**src/rtl/uart_rx_pkg.sv**
```systemverilog
// Shared UART definitions: receiver state encoding, default frame geometry and the bit-vote helper.
// Compile with +define+UART_RX_PARITY_EN to add the PARITY state.
package uart_pkg;

  localparam int DATA_WIDTH_DEF = 8;
  localparam int OVERSAMPLE_DEF = 16;

`ifdef UART_RX_PARITY_EN
  typedef enum logic [2:0] {
    IDLE, START, DATA, PARITY, STOP, WAIT_IDLE
  } state_t;
`else
  typedef enum logic [2:0] {
    IDLE, START, DATA, STOP, WAIT_IDLE
  } state_t;
`endif

  function automatic logic maj3(input logic a, input logic b, input logic c);
    return (a & b) | (a & c) | (b & c);
  endfunction

endpackage

```
**src/rtl/uart_rx_if.sv**
```systemverilog
// Receiver-side bundle: oversample strobe, serial line, FIFO write port and status pulses.
// parity_err exists only when UART_RX_PARITY_EN is defined.
interface uart_rx_if import uart_pkg::*; #(
  parameter int DATA_WIDTH = DATA_WIDTH_DEF
) ();

  logic                  TICK;
  logic                  RXD;
  logic                  full;
  logic                  wr_en;
  logic [DATA_WIDTH-1:0] wr_data;
  logic                  busy;
  logic                  frame_err;
  logic                  overrun_err;
`ifdef UART_RX_PARITY_EN
  logic                  parity_err;
`endif

  modport slave (
    input  TICK, RXD, full,
    output wr_en, wr_data, busy, frame_err, overrun_err
`ifdef UART_RX_PARITY_EN
    , output parity_err
`endif
  );

  modport master (
    output TICK, RXD, full,
    input  wr_en, wr_data, busy, frame_err, overrun_err
`ifdef UART_RX_PARITY_EN
    , input parity_err
`endif
  );

endinterface

```
**src/rtl/uart_rx_sync.sv**
```systemverilog
// Two-flop synchronizer for an asynchronous level; powers up and resets to 1 (line idle).
// Latency: two clocks.
module sync_2ff (
  input  logic clk,
  input  logic rst,
  input  logic d,
  output logic q
);

  logic meta;

  always_ff @(posedge clk or posedge rst) begin
    if (rst) begin
      meta <= 1'b1;
      q    <= 1'b1;
    end else begin
      meta <= d;
      q    <= meta;
    end
  end

endmodule

```
**src/rtl/uart_rx.sv**
```systemverilog
// Oversampling UART receiver: 2-of-3 mid-bit vote, stop decided mid-bit, one-CLK write/error pulses.
// No backpressure: a good word arriving while full=1 is dropped with overrun_err. Macro: UART_RX_PARITY_EN.
module uart_rx import uart_pkg::*; #(
  parameter int DATA_WIDTH = DATA_WIDTH_DEF,
  parameter int OVERSAMPLE = OVERSAMPLE_DEF
) (
  input logic      CLK,
  input logic      RST,
  uart_rx_if.slave bus
);

  localparam int CW = $clog2(OVERSAMPLE);
  localparam int BW = (DATA_WIDTH > 1) ? $clog2(DATA_WIDTH) : 1;
  localparam logic [CW-1:0] SMP_A    = CW'(OVERSAMPLE / 2 - 1);
  localparam logic [CW-1:0] SMP_B    = CW'(OVERSAMPLE / 2);
  localparam logic [CW-1:0] SMP_C    = CW'(OVERSAMPLE / 2 + 1);
  localparam logic [CW-1:0] BIT_END  = CW'(OVERSAMPLE - 1);
  localparam logic [BW-1:0] LAST_BIT = BW'(DATA_WIDTH - 1);

  state_t                state_q, state_d;
  logic [CW-1:0]         tick_cnt_q, tick_cnt_d;
  logic [BW-1:0]         bit_cnt_q, bit_cnt_d;
  logic [DATA_WIDTH-1:0] shreg_q, shreg_d;
  logic [DATA_WIDTH-1:0] wr_data_q, wr_data_d;
  logic [1:0]            smp_q, smp_d;
  logic                  wr_en_q, wr_en_d;
  logic                  frame_err_q, frame_err_d;
  logic                  overrun_q, overrun_d;
  logic                  rxd_s, rxd_prev_q;
  logic                  vote, at_vote, at_end;
`ifdef UART_RX_PARITY_EN
  logic                  par_bit_q, par_bit_d;
  logic                  parity_err_q, parity_err_d;
`endif

  sync_2ff u_sync (
    .clk (CLK),
    .rst (RST),
    .d   (bus.RXD),
    .q   (rxd_s)
  );

  always_ff @(posedge CLK or posedge RST) begin
    if (RST) begin
      state_q      <= IDLE;
      tick_cnt_q   <= '0;
      bit_cnt_q    <= '0;
      shreg_q      <= '0;
      wr_data_q    <= '0;
      smp_q        <= 2'b11;
      wr_en_q      <= 1'b0;
      frame_err_q  <= 1'b0;
      overrun_q    <= 1'b0;
      rxd_prev_q   <= 1'b1;
`ifdef UART_RX_PARITY_EN
      par_bit_q    <= 1'b0;
      parity_err_q <= 1'b0;
`endif
    end else begin
      state_q      <= state_d;
      tick_cnt_q   <= tick_cnt_d;
      bit_cnt_q    <= bit_cnt_d;
      shreg_q      <= shreg_d;
      wr_data_q    <= wr_data_d;
      smp_q        <= smp_d;
      wr_en_q      <= wr_en_d;
      frame_err_q  <= frame_err_d;
      overrun_q    <= overrun_d;
      rxd_prev_q   <= rxd_s;
`ifdef UART_RX_PARITY_EN
      par_bit_q    <= par_bit_d;
      parity_err_q <= parity_err_d;
`endif
    end
  end

  always_comb begin
    // The third vote sample is the live synchronized value, so each bit resolves on that TICK.
    vote        = maj3(smp_q[1], smp_q[0], rxd_s);
    at_vote     = bus.TICK && (tick_cnt_q == SMP_C);
    at_end      = bus.TICK && (tick_cnt_q == BIT_END);
    state_d     = state_q;
    tick_cnt_d  = tick_cnt_q;
    bit_cnt_d   = bit_cnt_q;
    shreg_d     = shreg_q;
    wr_data_d   = wr_data_q;
    smp_d       = smp_q;
    wr_en_d     = 1'b0;
    frame_err_d = 1'b0;
    overrun_d   = 1'b0;
`ifdef UART_RX_PARITY_EN
    par_bit_d    = par_bit_q;
    parity_err_d = 1'b0;
`endif
    if (bus.TICK) begin
      tick_cnt_d = at_end ? '0 : tick_cnt_q + 1'b1;
      if (tick_cnt_q == SMP_A) smp_d[1] = rxd_s;
      if (tick_cnt_q == SMP_B) smp_d[0] = rxd_s;
    end

    case (state_q)
      IDLE: begin
        tick_cnt_d = '0;
        if (rxd_prev_q && !rxd_s) state_d = START;
      end
      START: begin
        if (at_vote && vote) state_d = IDLE;
        else if (at_end)     state_d = DATA;
      end
      DATA: begin
        if (at_vote) shreg_d = {vote, shreg_q[DATA_WIDTH-1:1]};
        if (at_end) begin
          if (bit_cnt_q == LAST_BIT) begin
            bit_cnt_d = '0;
`ifdef UART_RX_PARITY_EN
            state_d   = PARITY;
`else
            state_d   = STOP;
`endif
          end else begin
            bit_cnt_d = bit_cnt_q + 1'b1;
          end
        end
      end
`ifdef UART_RX_PARITY_EN
      PARITY: begin
        if (at_vote) par_bit_d = vote;
        if (at_end)  state_d = STOP;
      end
`endif
      STOP: begin
        if (at_vote) begin
          if (!vote) begin
            frame_err_d = 1'b1;
            state_d     = WAIT_IDLE;
          end else begin
            state_d = IDLE;
`ifdef UART_RX_PARITY_EN
            if (par_bit_q != ^shreg_q) parity_err_d = 1'b1;
            else
`endif
            if (bus.full) begin
              overrun_d = 1'b1;
            end else begin
              wr_en_d   = 1'b1;
              wr_data_d = shreg_q;
            end
          end
        end
      end
      WAIT_IDLE: begin
        tick_cnt_d = '0;
        if (rxd_s) state_d = IDLE;
      end
      default: state_d = IDLE;
    endcase
  end

  assign bus.wr_en       = wr_en_q;
  assign bus.wr_data     = wr_data_q;
  assign bus.busy        = (state_q != IDLE);
  assign bus.frame_err   = frame_err_q;
  assign bus.overrun_err = overrun_q;
`ifdef UART_RX_PARITY_EN
  assign bus.parity_err  = parity_err_q;
`endif

endmodule
```
**src/flat_wrapper.sv**
```systemverilog
// flat-port wrapper written by rule: the top's interface ports become plain ports
module uart_rx_flat import uart_pkg::*;
#(
  parameter int DATA_WIDTH = DATA_WIDTH_DEF,
  parameter int OVERSAMPLE = OVERSAMPLE_DEF
)
  (CLK, RST, bus_TICK, bus_RXD, bus_full, bus_wr_en, bus_wr_data, bus_busy, bus_frame_err, bus_overrun_err);
  uart_rx_if #(.DATA_WIDTH(DATA_WIDTH)) bus_i ();
  input logic CLK;
  input logic RST;
  input wire logic [$bits(bus_i.TICK)-1:0] bus_TICK;
  input wire logic [$bits(bus_i.RXD)-1:0] bus_RXD;
  input wire logic [$bits(bus_i.full)-1:0] bus_full;
  output wire logic [$bits(bus_i.wr_en)-1:0] bus_wr_en;
  output wire logic [$bits(bus_i.wr_data)-1:0] bus_wr_data;
  output wire logic [$bits(bus_i.busy)-1:0] bus_busy;
  output wire logic [$bits(bus_i.frame_err)-1:0] bus_frame_err;
  output wire logic [$bits(bus_i.overrun_err)-1:0] bus_overrun_err;
  assign bus_i.TICK = bus_TICK;
  assign bus_i.RXD = bus_RXD;
  assign bus_i.full = bus_full;
  assign bus_wr_en = bus_i.wr_en;
  assign bus_wr_data = bus_i.wr_data;
  assign bus_busy = bus_i.busy;
  assign bus_frame_err = bus_i.frame_err;
  assign bus_overrun_err = bus_i.overrun_err;
  uart_rx #(.DATA_WIDTH(DATA_WIDTH), .OVERSAMPLE(OVERSAMPLE)) u_core (.CLK(CLK), .RST(RST), .bus(bus_i));
endmodule
```
**config.mk**
```make
export PLATFORM = sky130hd
export DESIGN_NAME = uart_rx_flat
export DESIGN_NICKNAME = d
export VERILOG_FILES = /design/src/rtl/uart_rx_pkg.sv /design/src/rtl/uart_rx_if.sv /design/src/rtl/uart_rx_sync.sv /design/src/rtl/uart_rx.sv /design/src/flat_wrapper.sv
export SDC_FILE = /design/constraint.sdc
export NUM_CORES = 1
export LEC_CHECK = 0
export CORE_MARGIN = 10
export CORE_UTILIZATION = 50
export DETAILED_ROUTE_END_ITERATION = 16
export GPL_ROUTABILITY_DRIVEN = 1
export PLACE_DENSITY = 0.72
export SYNTH_ARGS = -nofsm -noshare
export SYNTH_HDL_FRONTEND = slang
export SYNTH_SLANG_ARGS = --single-unit
```
**constraint.sdc**
```tcl
create_clock -name CLK -period 2.1 [get_ports CLK]
set_input_delay 0.42 -clock CLK [delete_from_list [all_inputs] [get_ports CLK]]
set_output_delay 0.42 -clock CLK [all_outputs]
set_load 0.02 [all_outputs]
```
Yosys cells after proc, flatten, opt, wreduce, memory -nomap -nowiden

Index checks and enable logic that the tools add are counted.

Input port bits: 5
Output and inout bits: 12
Word-level logic and storage cells: 75
Register bits: 34

Equal/unequal tests: 15
Add/subtract/negate cells: 2
Reduce and logical (&&, ||, !) cells: 15
Bitwise gates (word level): 6
Muxes and demuxes: 24

Operators with widths:

| kind                                                                    | number |
|---|---|
| 3-bit two-way mux                                                       | 9 |
| 3-bit one-hot mux with 5 select lines                                   | 1 |
| 4-bit equality test, second input constant                              | 3 |
| 4-bit two-way mux                                                       | 3 |
| 1-bit two-way mux                                                       | 11 |
| 2-bit by 1-bit inequality test with 1-bit output, second input constant | 4 |
| 2-bit AND reduction                                                     | 4 |
| 3-bit by 2-bit equality test with 1-bit output, second input constant   | 2 |
| 3-bit equality test, second input constant                              | 2 |
| 6-bit AND reduction                                                     | 1 |
| 4-bit by 1-bit adder with 4-bit output, second input constant           | 1 |
| 4-bit by 3-bit equality test with 1-bit output, second input constant   | 1 |
| 1-bit logical AND                                                       | 4 |
| 4-bit AND reduction                                                     | 1 |
| 3-bit by 1-bit adder with 3-bit output, second input constant           | 1 |
| 1-bit bitwise AND                                                       | 3 |
| 3-bit by 1-bit equality test with 1-bit output, second input constant   | 1 |
| 3-bit zero test                                                         | 1 |
| 3-bit by 1-bit inequality test with 1-bit output, second input constant | 1 |
| 3-bit nonzero test                                                      | 1 |
| 2-bit inequality test, second input constant                            | 1 |
| 1-bit bitwise OR                                                        | 2 |
| 2-bit nonzero test                                                      | 1 |
| 2-bit OR reduction                                                      | 1 |
| other kinds (2)                                                         | 2 |

Longest topological paths before layout

Depth after elaboration: 6
Mapped depth: 6

By module

A second synthesis with hierarchy kept.

Cell total of the unflattened synthesis: 116
Area, all modules: 1537.7 um^2

Modules (own cells, without submodules):

| module   | seq. area each (um^2) | area an instance (um^2) | times used | cells each |
|---|---|---|---|---|
| uart_rx  | 804.5                 | 1481.4                  | 1          | 113 |
| sync_2ff | 52.6                  | 56.3                    | 1          | 3 |

Worst setup path before layout

OpenSTA, ideal clock, no wires.

Path kind: register -> register
Start point: register u_core.tick_cnt_q[0]
End point: register u_core.shreg_q[0]
Slack: 0.605 ns
Cell stages (with the launch flop): 6
Library setup time: 0.125 ns
Data required time: 1.975 ns
Clock period less this slack: 1.495 ns
Data arrival time: 1.370 ns
Path through: dfrtp_1 > ha_1 > and4b_1 > buf_6 > nand3_4 > mux2_2

Cells in the longest elaborated chain, start to end: 3

RTL lines:

| element                       | line          | text |
|---|---|---|
| start, declared               | uart_rx.sv:21 | `logic [CW-1:0] tick_cnt_q, tick_cnt_d;` |
| start signal, assigned        | uart_rx.sv:61 | `tick_cnt_q <= tick_cnt_d;` |
| 4-bit equality test           | uart_rx.sv:80 | `at_vote = bus.TICK && (tick_cnt_q == SMP_C);` |
| 1-bit logical AND             | uart_rx.sv:80 |  |
| 2-bit AND reduction (no line) | n/a           |  |
| end signal, assigned          | uart_rx.sv:63 | `shreg_q <= shreg_d;` |
| end, declared                 | uart_rx.sv:23 | `logic [DATA_WIDTH-1:0] shreg_q, shreg_d;` |

Every way passes these cells.
A chain may end at the register's enable or synchronous reset.

Final worst setup path

Start point: register u_core.state_q[0]
End point: output port bus_busy

Cells in the longest elaborated chain, start to end: 1

RTL lines:

| element                | line               | text |
|---|---|---|
| start, declared        | uart_rx.sv:20      | `state_t state_q, state_d;` |
| start signal, assigned | uart_rx.sv:60      | `state_q <= state_d;` |
| 3-bit nonzero test     | uart_rx.sv:161     | `assign bus.busy = (state_q != IDLE);` |
| end, declared          | flat_wrapper.sv:16 | `output wire logic [$bits(bus_i.busy)-1:0] bus_busy;` |

Every way passes these cells.

==> impl_metrics.tcl <==
set metrics [dict create \
    grt_start_max_net_pins 35 \
    grt-ovfl-total 0 \
    postRouteAntennaNets 0 \
    crit_path_max_fanout 8 \
    worstSetupStartpointType "register" \
    ctsHtreeMaxLevel 2 \
    num_vias 915 \
    yosysSeqAreaShare 0.573 \
    insertion_delay_ns 0.34 \
    whs_ns 0.362 \
    synthArstFlopShare 1.00 \
    track_usage 0.106 \
    avgSynthCellArea_um2 13.3 \
    p_seq_frac 0.552 \
    hold_path.class "reg -> reg" \
    gp_congestion 0.753 \
    fmax_mhz 521 \
    ys.flop_type "dfrtp_1" \
    drc 0 \
    die_height_um 74.7 \
    powerDensity_nw_per_um2 839 \
    clkTransAtPathRegs_ns 0.09 \
    critical_path_arrival_ns 1.50 \
    antenna_cells 0 \
    tightest_slew_ns 0.402 \
    power.leakage_nw 0.831 \
    p_clk_frac 0.251 \
    core_region_area_um2 2810 \
    synthDistinctLibCells 31 \
    cts_tree "done" \
    drt_first_pass_iters 4 \
    dpl.hpwl_um 1860 \
    run_status "finished clean" \
    hold_viol 0 \
    viasPerCell 5.48 \
    fin_crit_sh 0.914 \
    clock_skew_ns 0.0105 \
    synth_warnings 0 \
    critPathCaptureType "output pin" \
    clock_path_buffers 2 \
    cts_sinks 34 \
    cap_viol_max_count 0 \
    switching_share 0.307 \
    synth_area_um2 1500 \
    antenna_found_initial 0 \
    setup_viol 0 \
    switchingPower_mw 0.451 \
    p_int_mw 1.02 \
    p_comb_frac 0.197 \
    most-common-layout-cells "dfrtp_1, mux2_2, clkdlybuf4s50_1, nor2_1" \
    syn_to_final_growth_pct 17.0 \
    place_inst 159 \
    final_common_cell "dfrtp_1" \
    finish.utilization 0.624 \
    ios 17 \
    relSlewSlack 0.732 \
    io_buffers 16 \
    fp-row-count 19 \
    peakVddDrop_uv 466 \
    drive_above_1_share 0.287 \
    ys_ff_latch 34 \
    die_x_um 74.7 \
    criticalPathCategory "reg -> out" \
    fin_cells 167 \
    fin_nets 145 \
    ctsRootBufferMaster "clkbuf_4" \
    synth_edf_count 0 \
    wl_per_cell_um 15.7 \
    finalMaxSlewViolations 0 \
    die_area_um2 5580 \
    start_util 0.533 \
    grt_pass1_wl_um 4350 \
    synth_nets 122 \
    rsz0062_at_grt "no" \
    routed_wirelength_um 2620 \
    period_minus_slack_ns 1.92 \
    fin_tns_setup_ns 0 \
    required_ns 1.68 \
    grt_pass1_vias 945 \
    cts_buffers 5 \
    syn_inst 112 \
    drt_iter0_markers 68 \
]
power by group through the flow:
stage | combinational [mW] | sequential (mW) | clock (mW)
final | 0.289 | 0.810 | 0.369
after global routing | 0.322 | 0.824 | 0.410
after CTS | 0.292 | 0.807 | 0.383
after detailed placement | 0.295 | 0.819 | 0
after global placement | 0.281 | 0.813 | 0
after floorplan | 0.224 | 0.799 | 0
state kept, by name, indices dropped and copies added (netlist names):
register,flops
u_core.u_sync.q,1
u_core.shreg_q,8
u_core.u_sync.meta,1
u_core.state_q,3
u_core.bus.wr_en,1
u_core.bus.wr_data,8
u_core.bit_cnt_q,3
u_core.tick_cnt_q,4
u_core.bus.frame_err,1
u_core.rxd_prev_q,1
u_core.smp_q,2
u_core.bus.overrun_err,1
cell usage after synthesis (all sizes together) (2+ instances only):
cell / number / share of area
nand4b: 2 / 0.012
dfrtp: 29 / 0.49
nor3: 2 / 0.0067
nand3: 4 / 0.022
nand4: 2 / 0.018
ha: 5 / 0.042
buf: 2 / 0.015
dfstp: 5 / 0.088
nor2b: 3 / 0.013
mux2: 21 / 0.16
o21ai: 3 / 0.010
nand2: 4 / 0.010
nor2: 7 / 0.018
a21oi: 4 / 0.013
inv: 5 / 0.013
stage by stage:
step	power (mW)	setup slack, ns	instance area [um2]
floorplan	1.02	0.605	1500
global placement	1.09	0.180	1690
detailed placement	1.11	0.128	1690
CTS	1.48	0.161	1750
global route	1.56	0.110	1750
finish	1.47	0.181	1750
area by class of cell:
| type | count | area [um2] |
|---|---|---|
| Fill cell | 232 | 1060 |
| Sequential cell | 34 | 857 |
| Multi-Input combinational cell | 70 | 593 |
| Timing Repair Buffer | 19 | 181 |
| Clock buffer | 7 | 55.1 |
| Tap cell | 31 | 38.8 |
| Inverter | 5 | 18.8 |
| Clock inverter | 1 | 5.00 |
worst max-delay path, cell delays in order, from the launching register on:
cell and delay, ns:
dfrtp_1 0.46, or3_1 0.38, dlygate4sd2_1 0.32
routing by layer:
layer,share of wire,global-route usage,vias to the layer above,wire [um]
met3,0.074,0.0499,7,194
met2,0.46,0.155,24,1190
met5,0,0,-,0
met4,0.027,0.0756,0,71
li1,-,-,442,-
met1,0.44,0.119,442,1160
logic make-up after synthesis:
family	Yosys count	synth area share
xor gates and xnor gates	1	0.00586
adders and majority gates	6	0.0485
DFF	34	0.573
buffers and inverters	8	0.0301
and+or+nand+nor	30	0.131
AOI/OAI and AO/OA	11	0.0469
muxes	22	0.165
path summary, 6_finish.rpt:
| check | startpoint | end | slack (ns) | cells after the start |
|---|---|---|---|---|
| max | u_core.state_q[0]$_DFFE_PP0P_ | bus_busy | 0.18 | 2 |
| min | u_core.u_sync.meta$_DFF_PP1_ | u_core.u_sync.q$_DFF_PP1_ | 0.36 | 0 |
| max reg2reg | u_core.tick_cnt_q[1]$_DFFE_PP0P_ | u_core.bus.wr_data[7]$_DFFE_PP0P_ | 0.38 | 5 |
| min reg2reg | u_core.u_sync.meta$_DFF_PP1_ | u_core.u_sync.q$_DFF_PP1_ | 0.36 | 0 |
| max in group asynchronous | RST | u_core.u_sync.meta$_DFF_PP1_ | 1.31 | 3 |
| min in group asynchronous | RST | u_core.shreg_q[7]$_DFFE_PP0P_ | 0.45 | 3 |
what timing repair did:
action	4_1_cts	5_1_grt
setup buffers	0	0
endpoints found under the hold margin	0	0
resized for setup	1	0
hold buffers	0	0
setup endpoints to repair	1	0
(Power assumes the default switching activity.)
